### src/rtl/sigma_np_pkg.sv
// Shared definitions for the N-sample accumulator: mode encodings and the
// sign-magnitude to two's-complement helper.
package sigma_np_pkg;

  localparam logic MODE_BLOCK = 1'b0;
  localparam logic MODE_SLIDE = 1'b1;

  // Converts a dw-bit sign-magnitude value to two's complement (-0 becomes 0).
  function automatic logic [31:0] sm2tc(input logic [31:0] raw, input int unsigned dw);
    logic [31:0] mag;
    logic        sign;
    mag  = raw & ((32'd1 << (dw - 1)) - 32'd1);
    sign = |(raw & (32'd1 << (dw - 1)));
    return sign ? (~mag + 32'd1) : mag;
  endfunction

endpackage

### src/rtl/sigma_np_if.sv
// Sample-side and result-side signals of the accumulator, bundled for
// the ADC front end (master) and the accumulator itself (slave).
interface sigma_np_if #(
  parameter int DW    = 8,
  parameter int LOG2N = 4
);
  localparam int OW = DW + LOG2N;

  logic [DW-1:0] data_in;
  logic          syn_in;
  logic          mode;
  logic          avg_en;
  logic          clr;
  logic [OW-1:0] data_out;
  logic          syn_out;

  modport master (
    output data_in, syn_in, mode, avg_en, clr,
    input  data_out, syn_out
  );

  modport slave (
    input  data_in, syn_in, mode, avg_en, clr,
    output data_out, syn_out
  );

endinterface

### src/rtl/sigma_np_dline.sv
// N x DW circular delay line for the sliding window; dout shows the oldest
// sample (the slot about to be overwritten) before the write lands.
module sigma_np_dline #(
  parameter int DW    = 8,
  parameter int LOG2N = 4
) (
  input  logic          clk,
  input  logic          res,
  input  logic          we,
  input  logic          clr,
  input  logic [DW-1:0] din,
  output logic [DW-1:0] dout
);
  localparam int N = 1 << LOG2N;

  logic [DW-1:0]    mem [N];
  logic [LOG2N-1:0] wr_ptr_reg;

  assign dout = mem[wr_ptr_reg];

  // Contents are never cleared: the fill counter upstream masks stale slots.
  always_ff @(posedge clk) begin
    if (we) mem[wr_ptr_reg] <= din;
  end

  always_ff @(posedge clk or negedge res) begin
    if (!res)     wr_ptr_reg <= '0;
    else if (clr) wr_ptr_reg <= '0;
    else if (we)  wr_ptr_reg <= wr_ptr_reg + LOG2N'(1);
  end

endmodule

### src/rtl/sigma_np.sv
// N-sample accumulator: edge-detects the sample strobe, converts the sample
// and produces either a decimated block sum or a sliding-window sum.
module sigma_np
  import sigma_np_pkg::*;
#(
  parameter int DW    = 8,
  parameter int LOG2N = 4,
  parameter int IN_SM = 1
) (
  input  logic clk,
  input  logic res,
  sigma_np_if.slave bus
);
  localparam int N  = 1 << LOG2N;
  localparam int OW = DW + LOG2N;

  logic                 syn_d_reg;
  logic                 mode_d_reg;
  logic                 syn_out_reg;
  logic signed [OW-1:0] sigma_reg;
  logic signed [OW-1:0] data_out_reg;
  logic [LOG2N-1:0]     cnt_reg;
  logic [LOG2N:0]       fill_reg;

  logic                 pulse;
  logic                 restart;
  logic                 full;
  logic                 dline_we;
  logic [LOG2N:0]       fill_next;
  logic [DW-1:0]        x_dw;
  logic [DW-1:0]        x_old_dw;
  logic signed [OW-1:0] x;
  logic signed [OW-1:0] x_old;
  logic signed [OW-1:0] sum_blk;
  logic signed [OW-1:0] sum_sld;

  function automatic logic signed [OW-1:0] scale(input logic signed [OW-1:0] s,
                                                 input logic avg);
    return avg ? (s >>> LOG2N) : s;
  endfunction

  assign pulse   = bus.syn_in & ~syn_d_reg;
  assign restart = bus.clr | (bus.mode != mode_d_reg);

  generate
    if (IN_SM != 0) begin : g_sm
      assign x_dw = DW'(sm2tc(32'(bus.data_in), DW));
    end else begin : g_tc
      assign x_dw = bus.data_in;
    end
  endgenerate

  assign x     = OW'($signed(x_dw));
  assign x_old = OW'($signed(x_old_dw));

  assign full      = (fill_reg == (LOG2N+1)'(N));
  assign fill_next = full ? fill_reg : fill_reg + 1'b1;
  assign sum_blk   = sigma_reg + x;
  assign sum_sld   = sigma_reg + x - (full ? x_old : '0);
  assign dline_we  = pulse & ~restart & (bus.mode == MODE_SLIDE);

  sigma_np_dline #(.DW(DW), .LOG2N(LOG2N)) u_dline (
    .clk  (clk),
    .res  (res),
    .we   (dline_we),
    .clr  (restart),
    .din  (x_dw),
    .dout (x_old_dw)
  );

  always_ff @(posedge clk or negedge res) begin
    if (!res) begin
      syn_d_reg    <= 1'b0;
      mode_d_reg   <= MODE_BLOCK;
      syn_out_reg  <= 1'b0;
      sigma_reg    <= '0;
      data_out_reg <= '0;
      cnt_reg      <= '0;
      fill_reg     <= '0;
    end else begin
      syn_d_reg   <= bus.syn_in;
      mode_d_reg  <= bus.mode;
      syn_out_reg <= 1'b0;
      // A restart beats a coincident pulse, so that sample is dropped.
      if (restart) begin
        sigma_reg <= '0;
        cnt_reg   <= '0;
        fill_reg  <= '0;
      end else if (pulse) begin
        if (bus.mode == MODE_BLOCK) begin
          if (cnt_reg == LOG2N'(N - 1)) begin
            data_out_reg <= scale(sum_blk, bus.avg_en);
            syn_out_reg  <= 1'b1;
            sigma_reg    <= '0;
            cnt_reg      <= '0;
          end else begin
            sigma_reg <= sum_blk;
            cnt_reg   <= cnt_reg + LOG2N'(1);
          end
        end else begin
          sigma_reg <= sum_sld;
          fill_reg  <= fill_next;
          if (fill_next == (LOG2N+1)'(N)) begin
            data_out_reg <= scale(sum_sld, bus.avg_en);
            syn_out_reg  <= 1'b1;
          end
        end
      end
    end
  end

  assign bus.data_out = data_out_reg;
  assign bus.syn_out  = syn_out_reg;

endmodule
### src/flat_wrapper.sv
// flat-port wrapper written by rule: the top's interface ports become plain ports
module sigma_np_flat import sigma_np_pkg::*;
#(
  parameter int DW    = 8,
  parameter int LOG2N = 4,
  parameter int IN_SM = 1
)
  (clk, res, bus_data_in, bus_syn_in, bus_mode, bus_avg_en, bus_clr, bus_data_out, bus_syn_out);
  sigma_np_if #(.DW(DW), .LOG2N(LOG2N)) bus_i ();
  input  logic clk;
  input  logic res;
  input wire logic [$bits(bus_i.data_in)-1:0] bus_data_in;
  input wire logic [$bits(bus_i.syn_in)-1:0] bus_syn_in;
  input wire logic [$bits(bus_i.mode)-1:0] bus_mode;
  input wire logic [$bits(bus_i.avg_en)-1:0] bus_avg_en;
  input wire logic [$bits(bus_i.clr)-1:0] bus_clr;
  output wire logic [$bits(bus_i.data_out)-1:0] bus_data_out;
  output wire logic [$bits(bus_i.syn_out)-1:0] bus_syn_out;
  assign bus_i.data_in = bus_data_in;
  assign bus_i.syn_in = bus_syn_in;
  assign bus_i.mode = bus_mode;
  assign bus_i.avg_en = bus_avg_en;
  assign bus_i.clr = bus_clr;
  assign bus_data_out = bus_i.data_out;
  assign bus_syn_out = bus_i.syn_out;
  sigma_np #(.DW(DW), .LOG2N(LOG2N), .IN_SM(IN_SM)) u_core (.clk(clk), .res(res), .bus(bus_i));
endmodule
### config.mk
export PLATFORM = sky130hd
export DESIGN_NAME = sigma_np_flat
export DESIGN_NICKNAME = d
export VERILOG_FILES = /design/src/rtl/sigma_np_pkg.sv /design/src/rtl/sigma_np_if.sv /design/src/rtl/sigma_np_dline.sv /design/src/rtl/sigma_np.sv /design/src/flat_wrapper.sv
export SDC_FILE = /design/constraint.sdc
export NUM_CORES = 1
export LEC_CHECK = 0
export CORE_MARGIN = 4
export CORE_UTILIZATION = 39
export DETAILED_ROUTE_END_ITERATION = 8
export GPL_TIMING_DRIVEN = 0
export HOLD_SLACK_MARGIN = 0.1
export SETUP_SLACK_MARGIN = 0.05
export SLEW_MARGIN = 20
export SYNTH_ARGS = -nofsm -noshare
export SYNTH_HDL_FRONTEND = slang
export SYNTH_SLANG_ARGS = --single-unit
### constraint.sdc
create_clock -name clk -period 7.2 [get_ports clk]
set_input_delay 1.08 -clock clk [delete_from_list [all_inputs] [get_ports clk]]
set_output_delay 1.08 -clock clk [all_outputs]
set_load 0.02 [all_outputs]
==> Yosys cells after proc, flatten, opt, wreduce, memory -nomap -nowiden <==
Memories as Yosys holds them, arrays and structs flattened.
Index checks and enable logic that the tools add are counted.
{ "op_classes": {"n_addsub": 7, "eq_ne": 6, "n_mux": 28, "bitwise_logic": 7, "n_reduce_logical": 7} }
{ "ops": {"columns": ["op", "count"], "rows": [
  ["12-bit 2-to-1 mux", 8],
  ["4-bit 2-to-1 mux", 6],
  ["11-bit 2-to-1 mux", 2],
  ["5-bit 2-to-1 mux", 4],
  ["12-bit adder", 1],
  ["12-bit by 8-bit adder with 12-bit output", 1],
  ["12-bit subtractor", 1],
  ["5-bit equality test (second input constant)", 2],
  ["4-bit by 1-bit adder with 4-bit output (second input constant)", 2],
  ["8-bit by 1-bit adder with 8-bit output (second input constant)", 1],
  ["8-bit 2-to-1 mux", 1],
  ["7-bit NOT with 8-bit output", 1],
  ["2-bit nonzero test", 4],
  ["1-bit 2-to-1 mux", 7],
  ["5-bit by 1-bit adder with 5-bit output (second input constant)", 1],
  ["4-bit equality test (second input constant)", 1],
  ["2-bit by 1-bit inequality test with 1-bit output (second input constant)", 2],
  ["2-bit AND reduction", 2],
  ["4-bit AND reduction", 1],
  ["1-bit bitwise AND", 3],
  ["1-bit NOT", 2],
  ["1-bit inequality test", 1],
  ["1-bit OR", 1]
]} }
{ "totals": {"ff_bits": 40, "ramBits": 128, "input_bits": 14, "out_inout_bits": 13, "elab_cells": 64, "mem_count": 1} }
{ "memory_table": {"columns": ["memory", "words", "width", "rd", "rd_ports_with_merged_regs", "wr", "line", "text"], "rows": [
  ["u_core.u_dline.mem", 16, 8, 1, 0, 1, "sigma_np_dline.sv:16", "logic [DW-1:0] mem [N];"]
]} }

==> Depth between registers and ports, before layout <==
{ "depth": {"word_depth": 8, "mapped_depth": 19, "depth_no_buf": 17} }

==> Hierarchy <==
From an unflattened synthesis, not the netlist that was laid out.
{ "hier_totals": {"cells_unflattened": 673, "area_unflattened_um2": 8759.7} }
{ "modules_own_cells": {"columns": ["mod", "instances", "cells_each", "area_per_inst_um2", "seq_area_each_um2"], "rows": [
  ["sigma_np_dline", 1, 247, 5248.8, 3943.8],
  ["sigma_np", 1, 426, 3510.9, 900.9]
]} }

==> Least setup slack after synthesis <==
No wires, ideal clock.
{ "synth_path": {"kind": "input -> register", "startpoint": "input bus_data_in[0]", "endpoint": "register u_core.data_out_reg[5], in the netlist u_core.bus.data_out[5]", "setup_ps": 121, "arrival_ps": 4384, "t_required_ps": 7079, "path_slack_ps": 2695, "path_stages": 14, "n_path_buf": 0, "cell_sequence": "inv_1 -> ha_1 -> nand2b_1 -> o21ai_0 -> xnor2_1 -> fa_1 -> ha_1 -> a21o_1 -> a31o_2 -> o21ai_0 -> a31oi_1 -> mux2i_1 -> a211o_1 -> a22o_1"} }
{ "synth_between": {"elab_chain_len": 8, "word_cells_on_any_way": 11, "cone_classes": "add/sub (4); mux (6); bitwise (1)"} }
{ "synth_lines": {"columns": ["item", "line", "text"], "rows": [
  ["start: declaration", "flat_wrapper.sv:12", "input wire logic [$bits(bus_i.data_in)-1:0] bus_data_in;"],
  ["7-bit NOT with 8-bit output *", "sigma_np_pkg.sv:14", "return sign ? (~mag + 32'd1) : mag;"],
  ["8-bit by 1-bit adder with 8-bit output *", "sigma_np_pkg.sv:14", null],
  ["8-bit 2-to-1 mux *", "sigma_np_pkg.sv:14", null],
  ["via u_core.u_dline.din[4]", "sigma_np_dline.sv:11", "input logic [DW-1:0] din,"],
  ["12-bit adder", "sigma_np.sv:59", "assign sum_sld = sigma_reg + x - (full ? x_old : '0);"],
  ["12-bit subtractor", "sigma_np.sv:59", null],
  ["11-bit 2-to-1 mux", "sigma_np.sv:39", "return avg ? (s >>> LOG2N) : s;"],
  ["12-bit 2-to-1 mux", "sigma_np.sv:103", "if (fill_next == (LOG2N+1)'(N)) begin"],
  ["12-bit 2-to-1 mux *", "sigma_np.sv:90", "if (bus.mode == MODE_BLOCK) begin"],
  ["end signal: assignment", "sigma_np.sv:92", "data_out_reg <= scale(sum_blk, bus.avg_en);"],
  ["end signal: assignment", "sigma_np.sv:104", "data_out_reg <= scale(sum_sld, bus.avg_en);"],
  ["end: declaration", "sigma_np.sv:21", "logic signed [OW-1:0] data_out_reg;"]
]} }
The timed path passes the listed nets; every way through them passes the cells marked *. The select of a mux whose other input is x is not followed.
A chain may end at the register's enable or synchronous reset.

==> Worst setup path in the final report <==
{ "layout_path": {"startpoint": "register u_core.u_dline.wr_ptr_reg[1]", "endpoint": "register u_core.data_out_reg[10], in the netlist u_core.bus.data_out[10]"} }
{ "layout_between": {"elab_chain_len": 6} }
{ "layout_lines": {"columns": ["item", "line", "text"], "rows": [
  ["start: declaration", "sigma_np_dline.sv:17", "logic [LOG2N-1:0] wr_ptr_reg;"],
  ["start signal: assignment", "sigma_np_dline.sv:29", "else if (we) wr_ptr_reg <= wr_ptr_reg + LOG2N'(1);"],
  ["memory read 16 x 8 bit", null, null],
  ["12-bit 2-to-1 mux", "sigma_np.sv:59", null],
  ["12-bit subtractor", "sigma_np.sv:59", null],
  ["11-bit 2-to-1 mux", "sigma_np.sv:39", null],
  ["12-bit 2-to-1 mux", "sigma_np.sv:103", null],
  ["12-bit 2-to-1 mux", "sigma_np.sv:90", null]
]} }
Every way passes these cells. The select of a mux whose other input is x is not followed.

==> results by group <==
Clocking
  • H-tree depth: 4
  • Hold_buf cts: 0
  • Post-CTS Repair Setup Buffers: 0
  • CTS Buffer Depth: 2
  • Clock sink count: around 170
  • Post-CTS resize count: 0
  • Root Buffer: clkbuf_16
  • CTS tree: yes
  • Num CTS Buffers: 17
  • Clk_lat worst skew: 420 ps
  • Clk slew on worst S/H paths: ~70 ps

Logic synthesis
  • Post-synth top flop: edfxtp_1
  • Sequential area share after synthesis: 0.557
  • Mapped Area: just under 9000 um2
  • Post-Synthesis Cells: approximately 660
  • Netlist cell types: 65
  • Synth area leaders: edfxtp_1, dfrtp_1, mux4_2
  • Share of flip-flops with an asynchronous set or reset after synthesis: 0.238
  • Area leader, netlist: edfxtp_1
  • Post-synth EDFFs: approximately 130
  • Ys Warns: 0
  • Seq cells post-synth: between 150 and 200
  • Synth top cells by count: edfxtp_1, inv_1, nand2_1
  • Avg Cell Area, Syn: ~13 um2
  • Share of the synthesized area in the top cell type: 0.442
  • Most numerous cell in the Yosys netlist: edfxtp_1
  • Post-synth net total: around 720

Die
  • # IOs: 27
  • Die Wd: ~160 um
  • Core area: 21900 um2
  • Die Area: approximately 25000 um2
  • Starting Density: 0.397
  • Die Y: roughly 160 um
  • Number of core rows: 54

STA
  • Slew Limit Fails: 0
  • # setup viols final: 0
  • Slew @ Worst Pin: between 900 and 1000 ps
  • Min Tclk post-route: between 5000 and 6000 ps
  • Max-slew headroom: 0.354
  • Fin crit share: 0.751
  • Clk_skew: 12.4 ps
  • Peak Freq: 185 MHz
  • Post-route setup TNS: 0 ps
  • Endpoints failing hold: 0
  • RSZ-0062 raised after global routing: no

Finish
  • Antenna cells: 0
  • Largest register FFs: approximately 130
  • Area growth from synthesis to final layout: 14.5%
  • Post-Layout Cell Count: 1000
  • Layout cell share with drive strength beyond 1: 0.147
  • Nets: approximately 770

Power and ir drop
  • Sequential share of power: 0.464
  • Power Density: between 200 and 250 nW/um2
  • VDD IR max: 0.165 mV
  • Switching power: 667 uW
  • Internal power: 1700 uW
  • Sw Ratio: 0.282
  • Comb pwr share: 0.170
  • Power share of the clock group: 0.367
  • LEAKAGE: approximately 0.0036 uW

Min path
  • Type of the most critical hold path: reg -> reg
  • Hold Path Origin: u_core.bus.data_out[9]$_DFFE_PN0P_

Global route
  • Largest net degree at the start of global routing: 22
  • Initial antenna violation count: 0
  • First-pass GRT wire length: 32.1 mm
  • Tot GR Track Use: 0.170
  • Vias in the first global route: 5715
  • Overflow after GRT: 0

Detailed routing
  • Routed len/inst: between 20 and 25 um
  • DR vias: about 5600
  • 1st-iter DRT viols: about 360
  • Drc violations: 0
  • WL final: a little over 20 mm
  • Avg Vias per Cell: about 5.6
  • DR pass1 iterations: 5
  • DRT antenna net count: 0

Placement
  • Hpwl dp: approximately 15 mm
  • GPL Wtd Cong: 0.864
  • Placed insts: 969
  • I/O Buffers: 26

Setup path
  • CP Launch Type: flop
  • Req. time, crit path: approximately 7500 ps
  • CP Class: reg -> reg
  • Crit path from: u_core.u_dline.wr_ptr_reg[1]$_DFFE_PN0P_
  • CP Data Arrival Time: ~5700 ps
  • Crit-path max FO: 10
  • Reg-to-Reg Start: u_core.u_dline.wr_ptr_reg[1]$_DFFE_PN0P_
  • CP endpoint kind: flop

Run status
  • Status: finished clean

Flow run
  • Max Cap Viol: 0
## metrics by stage
| stage | power, uW | utilization | area, um2 | hold WS [ps] | setup WS, ps |
|---|---|---|---|---|---|
| 2_1_floorplan | 1370 | - | 8690 | 513 | 2700 |
| 4_1_cts | 2380 | 0.455 | 9950 | 488 | 1790 |
| 3_5_place_dp | 1520 | 0.429 | 9390 | 474 | 1500 |
| 5_1_grt | 2470 | 0.455 | 9950 | 509 | 1530 |
| 6_report | 2370 | 0.455 | 9950 | 482 | 1790 |
| 3_3_place_gp | 1500 | 0.425 | 9310 | 469 | 756 |
## cell usage in the layout, fill, tap and decap left out, drive strengths merged, types with 4 or more instances in the layout
cell / count
edfxtp: 128
inv: 56
nand2: 46
mux4: 40
dfrtp: 40
nor2: 37
a21oi: 37
clkbuf: 35
o21ai: 34
ha: 32
clkdlybuf4s50: 25
nor3: 16
buf: 16
nand3: 12
fa: 12
and2: 11
nand2b: 10
a21o: 10
xnor2: 10
o31ai: 9
xor2: 9
a31oi: 9
a211oi: 9
mux2i: 7
or3: 6
o21a: 5
o22ai: 5
a22o: 4
nand4: 4
clkinv: 4
## per-layer routing
layer	track usage	vias to the layer above	part of all wire
met5	0	-	0
li1	-	2586	-
met1	0.225	2853	0.43
met3	0.0291	31	0.045
met4	0.0574	0	0.020
met2	0.285	152	0.51
## logic make-up (layout without fill, tap and decap cells)
| kind of cell | count (synthesis) | after routing | share of synthesized area |
|---|---|---|---|
| DFF | 168 | 168 | 0.557 |
| xor gates and xnor gates | 19 | 19 | 0.0191 |
| adders and majority gates | 44 | 44 | 0.0737 |
| buffers and inverters | 77 | 138 | 0.0357 |
| and+or+nand+nor | 162 | 162 | 0.0938 |
| muxes | 50 | 50 | 0.116 |
| AOI/OAI and AO/OA | 139 | 139 | 0.105 |
## worst max-delay path, cell delays in order (launching register included)
cell and delay, ps:
dfrtp_1 390, clkbuf_1 460, clkbuf_1 560, mux4_2 420
mux2i_1 190, nand2_1 70, o21ai_0 120, nand2b_1 250
inv_1 210, fa_1 550, inv_1 40, ha_1 270
buf_2 170, a21o_1 220, a21oi_1 190, o311ai_1 120
mux2_2 270, or4b_1 550, nor2_1 150, o31ai_1 80
## final cells by class
type                       instances  area [um2]
fill                            1980       11900
tap                              280         350
sequential                       168        4840
clock buffer                      17         425
multi-input combinational        414        3580
inverter                          48         180
buffer                            29         130
timing repair buffer              30         309
clock inverter                    14         135
## final timing paths
path	depth (start not counted)	end	slack, ps
min in group asynchronous	1	u_core.bus.data_out[4]$_DFFE_PN0P_	610
min reg2reg	2	u_core.bus.data_out[9]$_DFFE_PN0P_	480
max	19	u_core.bus.data_out[10]$_DFFE_PN0P_	1790
min	2	u_core.bus.data_out[9]$_DFFE_PN0P_	480
max reg2reg	19	u_core.bus.data_out[10]$_DFFE_PN0P_	1790
max in group asynchronous	2	u_core.fill_reg[1]$_DFFE_PN0P_	6080
## power groups by stage
stage                     clock network [uW]  logic [uW]  registers [uW]
final                                    867         401            1100
after global routing                     930         438            1100
after CTS                                881         402            1100
after detailed placement                   0         399            1120
after global placement                     0         383            1120
after floorplan                            0         235            1140
Power figures use the tool's default switching activity.
